File: config.mk
export PLATFORM = sky130hd
export DESIGN_NAME = mem_access_unit
export DESIGN_NICKNAME = d
export VERILOG_FILES = /design/src/rtl/mem_access_unit.sv
export SDC_FILE = /design/constraint.sdc
export NUM_CORES = 1
export LEC_CHECK = 0
export ABC_CLOCK_PERIOD_IN_PS = 7280
export CAP_MARGIN = 30
export CORE_MARGIN = 3
export CORE_UTILIZATION = 25
export DETAILED_ROUTE_END_ITERATION = 12
export PLACE_DENSITY = 0.44
export RECOVER_POWER = 25
export SLEW_MARGIN = 20
export SYNTH_ARGS = -nofsm -noshare
export SYNTH_HDL_FRONTEND = slang
export SYNTH_SLANG_ARGS = --single-unit
File: constraint.sdc
create_clock -name clk -period 7.28 [get_ports clk]
set_input_delay 1.092 -clock clk [delete_from_list [all_inputs] [get_ports clk]]
set_output_delay 1.092 -clock clk [all_outputs]
set_load 0.005 [all_outputs]
File: src/rtl/mem_access_unit.sv
`default_nettype none
// ----------------------------------------------------------------------------
// mem_access_unit: M-stage load/store unit with a req/ack data-memory port,
// misalignment and bus-timeout detection, one registered result per op.
// Revision: 1.0
// ----------------------------------------------------------------------------
module mem_access_unit #(
  parameter int ADDR_W  = 32,
  parameter int TIMEOUT = 255,
  parameter int REG_W   = 5
) (
  input  logic              clk,
  input  logic              reset,
  input  logic              in_valid,
  output logic              in_ready,
  input  logic [3:0]        in_op,
  input  logic [ADDR_W-1:0] in_addr,
  input  logic [31:0]       in_wdata,
  input  logic [REG_W-1:0]  in_dst,
  input  logic [31:0]       in_pc,
  output logic              dm_req,
  output logic              dm_we,
  output logic [3:0]        dm_be,
  output logic [ADDR_W-1:0] dm_addr,
  output logic [31:0]       dm_wdata,
  input  logic              dm_ack,
  input  logic [31:0]       dm_rdata,
  output logic              out_valid,
  output logic [31:0]       out_data,
  output logic [REG_W-1:0]  out_dst,
  output logic [31:0]       out_pc,
  output logic [1:0]        out_exc
);

  localparam int CNT_W = $clog2(TIMEOUT + 2);

  localparam logic [3:0] OP_NOP = 4'd0;
  localparam logic [3:0] OP_LW  = 4'd1;
  localparam logic [3:0] OP_LH  = 4'd2;
  localparam logic [3:0] OP_LHU = 4'd3;
  localparam logic [3:0] OP_LB  = 4'd4;
  localparam logic [3:0] OP_LBU = 4'd5;
  localparam logic [3:0] OP_SW  = 4'd6;
  localparam logic [3:0] OP_SH  = 4'd7;
  localparam logic [3:0] OP_SB  = 4'd8;

  typedef enum logic [1:0] {S_IDLE = 2'd0, S_ACCESS = 2'd1, S_RESP = 2'd2} state_t;

  state_t             r_state, w_state_next;
  logic [3:0]         r_op;
  logic [1:0]         r_lo;
  logic [REG_W-1:0]   r_dst;
  logic [31:0]        r_pc;
  logic [CNT_W-1:0]   r_cnt;
  logic [CNT_W-1:0]   w_cnt_inc;
  logic               w_timeout;

  logic [3:0]         w_op;
  logic               w_is_load, w_is_store, w_misalign;
  logic [3:0]         w_be;
  logic [31:0]        w_wdata;

  function automatic logic [31:0] extract(input logic [3:0] op, input logic [1:0] lo,
                                          input logic [31:0] rd);
    logic [7:0]  b;
    logic [15:0] h;
    b = rd[{lo, 3'b000} +: 8];
    h = rd[{lo[1], 4'b0000} +: 16];
    case (op)
      OP_LW:   extract = rd;
      OP_LH:   extract = {{16{h[15]}}, h};
      OP_LHU:  extract = {16'h0000, h};
      OP_LB:   extract = {{24{b[7]}}, b};
      OP_LBU:  extract = {24'h000000, b};
      default: extract = 32'h0;
    endcase
  endfunction

  // Decode of the operation being offered at the input
  always_comb begin
    w_op       = (in_op > OP_SB) ? OP_NOP : in_op;
    w_is_load  = (w_op >= OP_LW) && (w_op <= OP_LBU);
    w_is_store = (w_op >= OP_SW);
    w_misalign = 1'b0;
    w_be       = 4'b1111;
    w_wdata    = in_wdata;
    case (w_op)
      OP_LW, OP_SW:   w_misalign = (in_addr[1:0] != 2'b00);
      OP_LH, OP_LHU:  w_misalign = in_addr[0];
      OP_SH: begin
        w_misalign = in_addr[0];
        w_be       = 4'(4'b0011 << in_addr[1:0]);
        w_wdata    = {2{in_wdata[15:0]}};
      end
      OP_SB: begin
        w_be    = 4'(4'b0001 << in_addr[1:0]);
        w_wdata = {4{in_wdata[7:0]}};
      end
      default: ;
    endcase
  end

  assign w_cnt_inc = r_cnt + CNT_W'(1);
  assign in_ready  = (r_state == S_IDLE);
  // Combinational from the async-reset state so a reset drops the request at once
  assign dm_req    = (r_state == S_ACCESS);

  always_comb begin
    w_state_next = r_state;
    w_timeout    = 1'b0;
    case (r_state)
      S_IDLE:
        if (in_valid)
          w_state_next = (w_op == OP_NOP || w_misalign) ? S_RESP : S_ACCESS;
      S_ACCESS: begin
        w_timeout = (TIMEOUT != 0) && (w_cnt_inc == CNT_W'(TIMEOUT));
        if (dm_ack || w_timeout) w_state_next = S_RESP;
      end
      S_RESP:  w_state_next = S_IDLE;
      default: w_state_next = S_IDLE;
    endcase
  end

  always_ff @(posedge clk or posedge reset) begin
    if (reset) r_state <= S_IDLE;
    else       r_state <= w_state_next;
  end

  always_ff @(posedge clk or posedge reset) begin
    if (reset) begin
      r_op      <= OP_NOP;
      r_lo      <= 2'b00;
      r_dst     <= '0;
      r_pc      <= 32'h0;
      r_cnt     <= '0;
      dm_we     <= 1'b0;
      dm_be     <= 4'b0000;
      dm_addr   <= '0;
      dm_wdata  <= 32'h0;
      out_valid <= 1'b0;
      out_data  <= 32'h0;
      out_dst   <= '0;
      out_pc    <= 32'h0;
      out_exc   <= 2'd0;
    end else begin
      out_valid <= 1'b0;
      case (r_state)
        S_IDLE: if (in_valid) begin
          r_op     <= w_op;
          r_lo     <= in_addr[1:0];
          r_dst    <= in_dst;
          r_pc     <= in_pc;
          r_cnt    <= '0;
          dm_we    <= w_is_store;
          dm_be    <= w_be;
          dm_addr  <= {in_addr[ADDR_W-1:2], 2'b00};
          dm_wdata <= w_wdata;
          if (w_op == OP_NOP || w_misalign) begin
            out_valid <= 1'b1;
            out_data  <= w_misalign ? 32'h0 : in_wdata;
            out_dst   <= w_misalign ? '0 : in_dst;
            out_pc    <= in_pc;
            out_exc   <= !w_misalign ? 2'd0 : (w_is_load ? 2'd1 : 2'd2);
          end
        end
        S_ACCESS: begin
          if (dm_ack) begin
            out_valid <= 1'b1;
            out_data  <= extract(r_op, r_lo, dm_rdata);
            out_dst   <= (r_op <= OP_LBU) ? r_dst : '0;
            out_pc    <= r_pc;
            out_exc   <= 2'd0;
          end else if (w_timeout) begin
            out_valid <= 1'b1;
            out_data  <= 32'h0;
            out_dst   <= '0;
            out_pc    <= r_pc;
            out_exc   <= 2'd3;
          end else begin
            r_cnt <= w_cnt_inc;
          end
        end
        default: ;
      endcase
    end
  end

endmodule
`default_nettype wire

-- Yosys cells after proc, flatten, opt, wreduce, memory -nomap -nowiden
Cells that the tools add are included.
- logic and storage cells: 101
- memory bits (read-only): 0
- bits in latches: 0
- memories: 0
- register bits after elaboration: 193
- bits in writable memories: 0
- equality and inequality tests: 19
- multiply operators: 0
- shift operators: 4
- $lt $le $gt $ge: 5
- multiplexer cells: 44
- bitwise logic cells: 0
- $add $sub $neg: 1
- div/mod/pow operators: 0
- reduce and logical (&&, ||, !) cells: 13
- operator list (kind ; number):
    2-to-1 mux 32 bit ; 9
    case mux 32 bit (2 select lines) ; 3
    case mux 32 bit (5 select lines) ; 1
    variable part select 32 x 6 -> 16 bit ; 1
    variable part select 32 x 6 -> 8 bit ; 1
    2-to-1 mux 5 bit ; 6
    2-to-1 mux 9 bit ; 3
    2-to-1 mux 2 bit ; 9
    case mux 9 bit (2 select lines) ; 1
    equality test 4 x 2 -> 1 bit, second input constant ; 4
    equality test 4 x 3 -> 1 bit, second input constant ; 4
    case mux 5 bit (2 select lines) ; 1
    adder 9 x 1 -> 9 bit, second input constant ; 1
    equality test 9 x 8 -> 1 bit, second input constant ; 1
    equality test 4 x 1 -> 1 bit, second input constant ; 2
    less-or-equal comparator 4 x 3 -> 1 bit, second input constant ; 2
    case mux 2 bit (2 select lines) ; 2
    case mux 4 bit (2 select lines) ; 1
    AND reduction 4 bit ; 2
    inequality test 2 bit, second input constant ; 3
    2-to-1 mux 1 bit ; 5
    equality test 4 bit, second input constant ; 1
    greater-or-equal comparator 4 x 1 -> 1 bit, second input constant ; 1
    greater-or-equal comparator 4 x 3 -> 1 bit, second input constant ; 1
    other kinds (16) ; 21

-- Logic depth before layout (Yosys ltp)
Gate-level depths: netlist of the first run.
- depth after elaboration: 9
- gate-level depth with buffers: 9
- mapped depth without buffers: 7

-- Worst setup path after synthesis of the first run
Ideal clock, no wire load.
- path kind: input -> register
- start: in dm_rdata[31]
- end: reg out_data[17]
- cell stages on the path: 7
- required time: 7155 ps
- setup time: 125 ps
- buffers on the path: 1
- arrival: 2724 ps
- slack: 4431 ps
- cell sequence: mux4_2 > nor3b_1 > o21ai_1 > buf_2 > a21oi_1 > a21o_1 > mux2_4
- word-level cells in the longest chain between the ends: 4
- elaborated cells on any way between the ends: 5
- those cells by class: shift (2); mux (3)
- RTL lines (element ; RTL line ; source):
    start: declaration ; 27 ; input logic [31:0] dm_rdata,
    variable part select 32 x 6 -> 8 bit / variable part select 32 x 6 -> 16 bit (equally long branches) ; 67, 68 ;
    case mux 32 bit (5 select lines) * ; 69 ; case (op)
    2-to-1 mux 32 bit * ; 167 ; if (dm_ack) begin
    case mux 32 bit (2 select lines) * ; 147 ; case (r_state)
    end signal: assignment ; 160 ; out_data <= w_misalign ? 32'h0 : in_wdata;
    end signal: assignment ; 169 ; out_data <= extract(r_op, r_lo, dm_rdata);
    end: declaration ; 29 ; output logic [31:0] out_data,
Every way passes the cells marked *; elsewhere a longest branch is shown, timed or not.
A chain may end at the register's enable or synchronous reset.

-- Worst setup path in the final report of the first run
- start: in in_valid
- end: reg r_cnt[3]
- word-level cells in the longest chain between the ends: 2
- RTL lines (element ; RTL line ; source):
    start: declaration ; 14 ; input logic in_valid,
    inequality test 2 bit (no source line) ; - ;
    AND reduction 4 bit (no source line) ; - ;
    end signal: assignment ; 180 ; r_cnt <= w_cnt_inc;
    end: declaration ; 54 ; logic [CNT_W-1:0] r_cnt;
No other way between the ends.

==> results of run 1 <==
[Yosys cell counts (all sizes together) (5+ instances only)]
library cell / number
and3: 10
a22o: 5
a22oi: 10
a21oi: 46
mux2i: 29
o2bb2ai: 7
a21o: 17
nand2: 388
mux2: 62
nand2b: 6
o21ai: 42
clkbuf: 41
nor2: 21
inv: 26
buf: 19
nand3: 6
dfrtp: 193
o22ai: 6
a221oi: 16
[sequential cells by signal, indices dropped and copies added (netlist names)]
register	count
r_state	2
out_pc	32
out_data	32
dm_be	4
dm_wdata	32
r_dst	5
dm_we	1
r_lo	2
out_dst	5
out_valid	1
r_pc	32
r_op	4
out_exc	2
r_cnt	9
dm_addr	30
[final cells by class]
type,instances,share of cell area
Clock buffer,21,0.0344
Clock inverter,11,0.0115
Inverter,27,0.00766
Multi-Input combinational cell,716,0.315
Sequential cell,193,0.361
Tap cell,504,0.0471
Timing Repair Buffer,298,0.224
[path summary, 6_finish.rpt]
kind / cells past startpoint / startpoint / to
hold reg to reg: 2 / r_pc[10] / r_pc[10]
setup / recovery: 5 / in_valid / r_cnt[3]
hold / removal: 2 / r_pc[10] / r_pc[10]
min in group asynchronous: 2 / reset / dm_addr[2]
max in group asynchronous: 4 / reset / dm_addr[31]
setup reg to reg: 5 / r_state[0] / r_cnt[3]
[where the power goes]
part / switching (µW) / internal, µW
Clock: 452 / 564
Combinational: 612 / 940
Sequential: 241 / 1430
[critical path, stage by stage]
cell           delay [ps]
dlygate4sd3_1         580
nand2_1              1750
buf_4                 840
o21ai_0               350
o22ai_1               230
[metal layers]
metal  wire length [µm]  vias to the layer above  part of all wire
met5                 13                        -           0.00040
met4                306                        2            0.0094
met3               2380                       16             0.073
met2              15100                      207              0.46
met1              14900                     3879              0.46
li1                   -                     3827                 -
[through the flow]
step                      utilization  power [µW]  hold WS (ps)
after detailed placement        0.346        3260           462
final                           0.363        4240           475
after CTS                       0.362        4310           480
after global routing            0.363        4520           499
after global placement          0.345        3250           456
after floorplan                     -        2330           446
[cells by family (layout without fill, tap and decap cells)]
| group | count (synthesis) | count (layout) | share of synthesized area |
|---|---|---|---|
| compound gates | 165 | 165 | 0.114 |
| xor+xnor | 5 | 5 | 0.00466 |
| fa+ha+maj | 2 | 2 | 0.00266 |
| buf+inv | 87 | 357 | 0.0419 |
| flops | 193 | 193 | 0.514 |
| mux | 92 | 92 | 0.131 |
| other cells | 1 | 2 | 0.000399 |
| simple gates | 450 | 450 | 0.192 |
==> results.yml, run 1 <==
outcome:
  status: "complete, but fails checks"
  violations: "max-capacitance violations, max-slew violations"
clock_network:
  hold_buffers: 0
  cts.path.max_buffers: 2
  numCtsBuffers: 17
  postCtsSetupBuffers: 0
  htreeDepth: 4
  numClockSinks: 193
  clk_latency_ps: 450
  cts_tree: "built"
  cts_resized: 0
  clkTransAtPathRegs_ps: 70
  cts-root-buf: "clkbuf_16"
grt:
  grt_usage: 0.165
  grt_pass1_wl_um: 50200
  grtUsageMet3: 0.0562
  grt_max_degree: 80
  use_met2: 0.261
  antenna_found_initial: 3
  grt_pass1_vias: 8213
  met1_usage: 0.224
  gr-max-usage-layer: "met2"
  overflow: 0
final_layout:
  final_common_cell: "nand2_1"
  fin_cells: 1770
  areaGrowthSynthToFinish_pct: 42.4
  final_cell_mix: "nand2_1 (388), clkdlybuf4s50_1 (278), dfrtp_1 (193), mux2_4 (58), a21oi_1 (46)"
  final_area_um2: 13400
  drive_gt1_frac: 0.0987
  final_net_count: 1396
  seq_area_um2: 4830
  nFillCells: 3750
  multiInputGateArea_um2: 4220
  diodes: 0
floorplanning:
  io_pins: 284
  die_h_um: 200
  die_w_um: 200
  num_rows: 70
  floorplan.initialDensity: 0.255
  dieArea_um2: 40000
  coreArea_um2: 36900
yosys:
  syn_area_um2: 9400
  async_flop_share: 1.00
  synth_top_area_share: 0.514
  synth_enable_flop_cells: 0
  synthDistinctLibCells: 52
  ys_ff_latch: 193
  synth_flop_cell: "dfrtp_1"
  postSynthCellCount: 995
  syn-mean-instance-area_um2: 9.45
  yosys_warnings: 0
  yosys-top-cells-area: "dfrtp_1 (51%), nand2_1 (15%), mux2_4 (9.3%), mux2i_1 (3.1%), a21oi_1 (2.4%)"
  yosys.area.top_type: "dfrtp_1"
  ys_seq_area_frac: 0.514
placement:
  place_congestion: 0.797
  dp.cells: 1735
  dp_hpwl_um: 22800
  place_area_um2: 12800
  port_buffers: 281
  pre_cts_slack_ps: 3130
drt:
  via_per_inst: 4.48
  drt-total-wl_um: 32700
  drc: 0
  wl_per_cell_um: 18.5
  dr_total_vias: 7931
  drtIter0Drc: 383
  first_pass_iters: 5
  ant_nets: 0
pwr:
  cellPowerDensity_nw_per_um2: 316
  leakagePower_uw: 0.00625
  ir_drop_mv: 0.168
sta:
  setup_violations: 0
  clock-skew-final_ps: 11.5
  fin_crit_ps: 4560
  finalHoldViolCount: 0
  max_freq_ghz: 0.219
  period_share: 0.626
  rsz0062_at_grt: "false"
  drv_slew: 157
  slew_headroom: -1.36
  worstMarginPinSlew_ps: 3520
  tns_ps: 0
  setup_slack_ps: 2720
setup_path:
  cp.arrival_ps: 4910
  r2r_slack_ps: 3360
  critical_path_class: "in -> reg"
  end_kind: "flop"
  startpoint_type: "primary input"
  critPathMaxFanout: 79
  cp_data_required_time_ps: 7630
run:
  cap_violations: 2
hold_path:
  hold_path.class: "reg -> reg"
Power figures use the tool's default switching activity.
==> inputs of run 2 (changes only) <==
- ABC_CLOCK_PERIOD_IN_PS: 7280 -> 4400
- clock period: 7.28 -> 4.4 ns (I/O delays scaled with it)
==> run 2 against run 1 <==
Effect of this change: the run still ends with max-capacitance violations, max-slew violations left; register-to-register slack lost 1800 ps; clock power up 48%; cell count hardly changed; design area fell by 0.67%; global-route usage down 0.32 points; clock skew up 2.5 ps; first-iteration DRC count down 12%; critical endpoint is now dm_wdata[16]; worst hold slack got worse by 0.68 ps; combinational power is 65% higher; power increased by 61%.
==> results.yml, run 2 (same netlist as run 1, synthesis figures left out) <==
drt:
  wl_per_cell_um: 18.2
  first_pass_iters: 5
  dr_total_vias: 7883
  ant_nets: 0
  drtIter0Drc: 336
  via_per_inst: 4.45
  drt-total-wl_um: 32300
  drc: 0
final_layout:
  nFillCells: 3750
  final_net_count: 1397
  final_common_cell: "nand2_1"
  drive_gt1_frac: 0.100
  areaGrowthSynthToFinish_pct: 41.5
  final_cell_mix: "nand2_1 (387), clkdlybuf4s50_1 (280), dfrtp_1 (193), mux2_4 (58), a21oi_1 (46)"
  final_area_um2: 13300
floorplanning:
  num_rows: 70
  die_w_um: 200
  coreArea_um2: 36900
  io_pins: 284
  dieArea_um2: 40000
  floorplan.initialDensity: 0.255
  die_h_um: 200
clock_network:
  clkTransAtPathRegs_ps: 70
  cts-root-buf: "clkbuf_16"
  hold_buffers: 0
  numClockSinks: 193
  clk_latency_ps: 450
  numCtsBuffers: 17
  cts_tree: "built"
  postCtsSetupBuffers: 0
  cts.path.max_buffers: 2
  cts_resized: 0
  htreeDepth: 4
hold_path:
  hold_path.class: "reg -> reg"
  hp-start: "dm_addr[10]"
sta:
  rsz0062_at_grt: "false"
  period_share: 0.732
  tns_ps: 0
  clock-skew-final_ps: 14.0
  fin_crit_ps: 3220
  drv_slew: 73
  setup_violations: 0
  slew_headroom: -0.255
  holdWs_ps: 474
  max_freq_ghz: 0.310
  finalHoldViolCount: 0
  worstMarginPinSlew_ps: 1880
placement:
  place_area_um2: 12800
  dp_hpwl_um: 22700
  place_congestion: 0.778
  port_buffers: 281
setup_path:
  critPathMaxFanout: 72
  r2r_slack_ps: 1590
  startpoint: "reset"
  worstReg2RegStart: "r_cnt[0]"
  critical_path_class: "in -> async"
  startpoint_type: "primary input"
  cp.arrival_ps: 3410
  cp_data_required_time_ps: 4590
  end_kind: "asynchronous set/reset pin"
grt:
  grt_usage: 0.162
  grt_pass1_vias: 8092
  grt_pass1_wl_um: 49300
  grt_max_degree: 83
  overflow: 0
  antenna_found_initial: 3
pwr:
  ir_drop_mv: 0.273
  clockPowerShare: 0.222
  leakagePower_uw: 0.00621
  internal_power_uw: 4690
  p_comb_frac: 0.375
  power_frac_seq: 0.404
  p_sw_uw: 2150
  cellPowerDensity_nw_per_um2: 514
  p_sw_frac: 0.314
outcome:
  status: "complete, but fails checks"
  violations: "max-capacitance violations, max-slew violations"
run:
  cap_violations: 1
## run 2: through the flow
step	total power, µW	cells	utilization	setup WS (ps)
global route	7310	1771	0.361	601
global placement	5380	1737	0.346	1040
detailed placement	5390	1738	0.346	1040
CTS	6970	1769	0.361	1200
finish	6830	1771	0.361	1180
floorplan	3860	996	-	1250
## run 2: path summary, 6_finish.rpt
kind,cells past startpoint,end
min in group asynchronous,2,out_pc[26]
setup / recovery,3,dm_wdata[16]
setup reg to reg,8,out_data[17]
hold reg to reg,2,dm_addr[10]
max in group clk,5,dm_req
hold / removal,2,dm_addr[10]
## run 2: worst max-delay path, cell delays in order
cell and delay, ps:
dlygate4sd3_1 550, clkinvlp_2 660, clkbuf_2 1460
## run 2: area by class of cell
type	count	area (µm²)	area share
sequential	193	4830	0.363
multi-input combinational	716	4220	0.318
timing repair buffer	299	2970	0.223
tap	504	631	0.0474
clock buffer	19	433	0.0326
clock inverter	12	109	0.00819
inverter	27	103	0.00772
antenna	1	2.50	0.000188
## run 2: power by group through the flow
stage	sequential, µW	combinational [µW]	clock, µW
detailed placement	2790	2610	0
finish	2760	2560	1510
CTS	2770	2610	1580
floorplan	2720	1140	0
global route	2840	2820	1650
global placement	2790	2590	0
## run 2: routing by layer
layer,up-vias,GRT usage,part of all wire
met5,-,0,0
met4,0,0.0406,0.017
met3,30,0.0549,0.077
met2,217,0.255,0.46
met1,3809,0.216,0.45
li1,3827,-,-
